`config.mk`:
```
export PLATFORM = sky130hd
export DESIGN_NAME = muldiv_ctrl
export DESIGN_NICKNAME = d
export VERILOG_FILES = /design/src/rtl/muldiv_ctrl.sv
export SDC_FILE = /design/constraint.sdc
export NUM_CORES = 1
export LEC_CHECK = 0
export CORE_MARGIN = 4
export CORE_UTILIZATION = 43
export DETAILED_ROUTE_END_ITERATION = 10
export GPL_TIMING_DRIVEN = 0
export PLACE_DENSITY = 0.71
export SLEW_MARGIN = 10
export SYNTH_ARGS = -nofsm -noshare
export SYNTH_HDL_FRONTEND = slang
export SYNTH_SLANG_ARGS = --single-unit
```
`constraint.sdc`:
```
create_clock -name clk -period 1.8 [get_ports clk]
set_clock_uncertainty 0.2 [all_clocks]
set_input_delay 0.36 -clock clk [delete_from_list [all_inputs] [get_ports clk]]
set_output_delay 0.36 -clock clk [all_outputs]
set_load 0.02 [all_outputs]
```
`src/rtl/muldiv_ctrl.sv`:
```
// muldiv_ctrl: sequences the multi-cycle multiply/divide units and the HI/LO write.
// Optional divide-by-zero trap: define MULTDIV_ZERO_CHECK_EN.
module muldiv_ctrl #(
  parameter int MULT_CYCLES = 32,
  parameter int DIV_CYCLES  = 32
) (
  input  logic clk,
  input  logic reset,
  input  logic start_mult,
  input  logic start_div,
  input  logic divisor_zero,
  output logic unit_clr,
  output logic divOrMult,
  output logic HILO_W,
  output logic busy,
  output logic done,
  output logic div_zero_exc
);

  // state | meaning
  // IDLE  | waiting for start_mult / start_div
  // RUN   | unit computing; counter runs CYCLES-1 down to 0
  // WRITE | HI/LO write enable for one cycle
  // DONE  | result-valid pulse for one cycle
  // EXC   | divide-by-zero exception pulse (zero-check builds only)
  typedef enum logic [2:0] {
    IDLE  = 3'd0,
    RUN   = 3'd1,
    WRITE = 3'd2,
    DONE  = 3'd3,
    EXC   = 3'd4
  } state_t;

  localparam logic [5:0] MULT_LOAD = 6'(MULT_CYCLES - 1);
  localparam logic [5:0] DIV_LOAD  = 6'(DIV_CYCLES - 1);

  state_t     state, state_nxt;
  logic [5:0] count, count_nxt;
  logic       mode, mode_nxt;
  logic       start_any;
  logic       zero_trap;

  assign start_any = start_mult | start_div;

`ifdef MULTDIV_ZERO_CHECK_EN
  // A simultaneous multiply wins, so only a lone divide can trap.
  assign zero_trap    = start_div & ~start_mult & divisor_zero;
  assign div_zero_exc = (state == EXC);
`else
  logic unused_divisor_zero;
  assign unused_divisor_zero = divisor_zero;
  assign zero_trap           = 1'b0;
  assign div_zero_exc        = 1'b0;
`endif

  always_ff @(posedge clk) begin
    if (reset) begin
      state <= IDLE;
      count <= 6'd0;
      mode  <= 1'b0;
    end else begin
      state <= state_nxt;
      count <= count_nxt;
      mode  <= mode_nxt;
    end
  end

  always_comb begin
    state_nxt = state;
    count_nxt = count;
    mode_nxt  = mode;
    unit_clr  = 1'b0;
    HILO_W    = 1'b0;
    done      = 1'b0;
    busy      = (state != IDLE);
    case (state)
      IDLE: begin
        if (start_any) begin
          mode_nxt = start_mult;
          if (zero_trap) begin
            state_nxt = EXC;
          end else begin
            unit_clr  = 1'b1;
            state_nxt = RUN;
            count_nxt = start_mult ? MULT_LOAD : DIV_LOAD;
          end
        end
      end
      RUN: begin
        if (count == 6'd0) state_nxt = WRITE;
        else               count_nxt = count - 6'd1;
      end
      WRITE: begin
        HILO_W    = 1'b1;
        state_nxt = DONE;
      end
      DONE: begin
        done      = 1'b1;
        state_nxt = IDLE;
      end
      EXC: begin
        state_nxt = IDLE;
      end
      default: begin
        state_nxt = IDLE;
      end
    endcase
    // The units must not be restarted by a request the reset is discarding.
    if (reset) unit_clr = 1'b0;
  end

  assign divOrMult = mode;

  hilo_done_exclusive: assert property (@(posedge clk) !(HILO_W && done));

endmodule

```
==> results <==
- The number of antenna violations at the first check in global routing is 0.
- The signal on the critical path passes through inv_2, ha_4, or3b_4, o31ai_4, a211oi_2, a41o_1.
- The cell total after placement is 88.
- In this run the number of H-tree levels came out at 1.
- The total via count after detailed routing is 594.
- The cell count after synthesis is 66.
- The final routed wire length divided by cell count is 16.81 µm.
- The flow ran to the end, but the final reports show violations.
- The chip height is 44.59 µm.
- Wires add up to 1.698 mm.
- The number of buffers inserted by port buffering is 8.
- The number of max-cap violations is 0.
- The tightest min-delay check is of the register to register type.
- The biggest area contributor in the post-synthesis netlist is dfxtp_1.
- From left edge to right edge, the die measures 44.59 µm.
- The final core area utilization is 0.7722.
- The cell with the largest stage delay on the worst path is or3b_4.
- The number of nets in the synthesized netlist is 77.
- By area the synthesized netlist is led by dfxtp_1, ha_1, inv_1.
- Detailed placement finished with a half-perimeter wire length of 804.5 µm.
- Once layout is complete, the cells apart from fillers number 101.
- The detail-routed via count per cell is 5.881.
- The worst min-delay path startpoint is divOrMult.
- In this run the worst setup path begins at count[0].
- The number of hold-slack violations in the final timing report is 0.
- The power density over cell area is 1991 nW/µm².
- Of the total power, the share spent switching nets is 0.4430.
- The global-route wire length before repair is 2.470 mm.
- The diode insertion count for antenna repair is 0.
- The internal power of the cells is 1.016 mW.
- The DRC marker count from the first detailed-route iteration is 10.
- The critical path ends at state[1].
- For this configuration, the core starts out at a cell density of 0.4852.
- The depth of the worst register-to-register path is 6.
- On the worst path, the slowest cell contributes a delay of 0.43 ns.
- The post-route minimum period is 1.913 ns.
- STA puts the critical path data required time at 1.75 ns.
- Setup violations remaining at the end of the flow were counted as 5.
- The clock net in this run drives a total of 9 sinks.
- The number of placement rows is 12.
- Clock tree synthesis inserted a total of 3 buffers.
- Of the total power, the clock network draws 0.088.
- The startpoint of the worst-slack reg-to-reg timing path is count[0].
- At the worst endpoint, the arrival time is 1.86 ns.
- After synthesis, the mean cell area works out to 8.720 µm².
- Compared with the post-synthesis result, the final layout area differs by 59.13%.
- The post-CTS clock slew at the launch and capture registers of the worst setup and hold paths is 0.07 ns.
- The congestion estimate from routability-driven global placement came to 0.7394.
- The aggregate global-route resource usage is 0.1754.
- The first detailed-routing pass ran for 4 iterations.
- For this design the top-level I/O count stands at 11.
- The number of unique standard cell types used by synthesis is 28.
- The maximum buffer depth of the clock tree is 2.
- TritonCTS built the clock tree.
- The number of max-slew violations in the final report is 0.
- The clock network latency to the later pin of the worst-skew pair is 0.27 ns.
- The switching power of the nets is 0.8078 mW.
- After synthesis the cells add up to 575.6 µm².
- The kind of start point of the critical path is a register.
- Of the total power, registers draw 0.233.
- The highest net fanout along the worst path is 4.
- Of the total power, combinational logic draws 0.679.
- The via count of the first global-routing pass is 517.
- The ratio of final minimum period to clock period is 1.063.
- The maximum achievable frequency is 0.5227 GHz.
- In this run, synthesis produced a sequential element count of 9.
- Setup repair after global routing could not meet its margin everywhere.
- In the post-route analysis, the smallest setup slack over all paths is -0.1133 ns.
- The core area is 1186 µm².
- The register-to-register setup slack is -0.11 ns.
- In this run the remaining antenna-violating nets after routing total 0.
- The Yosys step of the flow raised 0 warnings.
- For this run the aggregate overflow at the end of global routing stands at 0.
- The fraction of layout cells with a size suffix above 1 is 0.5402.
- Of the post-synthesis cell area, the dominant cell type holds 0.3130.
- The static power due to leakage is 0.3970 nW.
- Of the synthesized area, sequential elements account for 0.3130.
- The final layout contains 99 nets.
- The die covers 1988 µm².
- The pin count of the biggest net entering global routing is 11.
- The cell at the root of the clock tree is clkbuf_4.
- The worst setup path is captured at a register.
- The final reports fail on setup timing.
- After detailed routing, the number of remaining DRC violations is 0.
- Across the VDD grid, the largest voltage drop is 1.170 mV.
- The category of the critical setup timing path is register to register.
- The endpoint identified for the worst register-to-register timing path is state[1].
stage by stage:
step	total power, mW	worst slack, ns	instance area (µm²)	setup TNS, ns	hold WS (ns)
after global placement	1.169	-0.6193	709.4	-2.038	0.2847
after global routing	1.947	-0.1664	915.9	-0.5813	0.3536
after detailed placement	1.184	-0.6262	709.4	-2.177	0.2919
after floorplan	0.9936	-0.02064	611.8	-0.02122	0.2670
after CTS	1.538	-0.02757	827.0	-0.04115	0.3069
final	1.823	-0.1133	915.9	-0.2860	0.3015
Yosys cell counts, drive strengths merged:
cell    instances
a31o            1
mux2i           1
buf             3
a22oi           1
inv             7
o211a           1
or3             2
nor2            5
clkbuf          1
a21bo           1
dfxtp           9
conb            1
nor3            3
o31ai           2
a41o            1
a211oi          3
nor4            1
ha              6
or2             1
a311oi          3
a21oi           4
nand2           4
or3b            3
and2            1
o311ai          1
sequential cells by signal, indices dropped and copies added, names as in the netlist:
name	count
divOrMult	1
count	6
state	2
cells by family after synthesis:
logic type / count (synthesis) / share of synthesized area
flip-flops: 9 / 0.3130
AND/OR/NAND/NOR: 20 / 0.1848
other: 1 / 0.006515
adder cells (fa/ha/maj): 6 / 0.1304
multiplexers: 1 / 0.01739
AO/OA/AOI/OAI: 18 / 0.2500
buffers and inverters: 11 / 0.09782
what timing repair did:
action,CTS,global route
endpoints found under the setup margin,12,10
buffers inserted,6,4
pin swaps,6,4
hold buffers,0,0
resized for setup,31,15
final cells by class:
| cell class | count | area, µm² |
|---|---|---|
| flip-flops and latches | 9 | 191.4 |
| fillers | 77 | 270.3 |
| multi-input cells | 46 | 466.7 |
| repair buffers | 18 | 147.6 |
| inverters | 7 | 33.78 |
| clock buffers | 4 | 26.28 |
| well taps | 14 | 17.52 |
| plain buffers | 3 | 32.53 |
worst min-delay path by stage:
stage	cells after the start	end	slack [ns]
after CTS	2	divOrMult	0.31
after detailed placement	2	divOrMult	0.29
final	2	divOrMult	0.30
after floorplan	1	count[5]	0.27
after global placement	2	divOrMult	0.28
after global routing	2	divOrMult	0.35
power groups by stage:
stage                     Sequential, mW  Clock (mW)  Combinational [mW]
after floorplan                    0.362           0               0.631
after global placement             0.373           0               0.796
after detailed placement           0.372           0               0.812
after CTS                          0.395       0.163               0.980
after global routing               0.435       0.179                1.33
final                              0.424       0.161                1.24
cells in the final DEF (no fill, tap or decap), types with 2 or more instances in the layout:
cell and count:
nand2_1 4, nor3_1 2, ha_1 3, inv_1 2, a311oi_1 2, buf_4 12
a211oi_2 2, or3_4 2, inv_2 3, dlygate4sd2_1 2, or3b_4 3, dfxtp_4 2
nor2_1 5, clkdlybuf4s50_1 2, dfxtp_2 3, ha_4 3, a21oi_1 2, dfxtp_1 4
clkbuf_4 3
metal layers:
layer	routed length [µm]	global-route usage
met1	702	0.2010
met5	0	0
met2	829	0.2751
met4	38	0.08434
met3	128	0.07724
critical path: cells and delay by family (launching register included):
kind	cells	cell delay [ns]
compound gates	3	0.64
simple gates	1	0.43
flops	1	0.33
fa+ha+maj	1	0.13
buf+inv	1	0.08
Note: power is estimated with default switching activity, not from simulation.
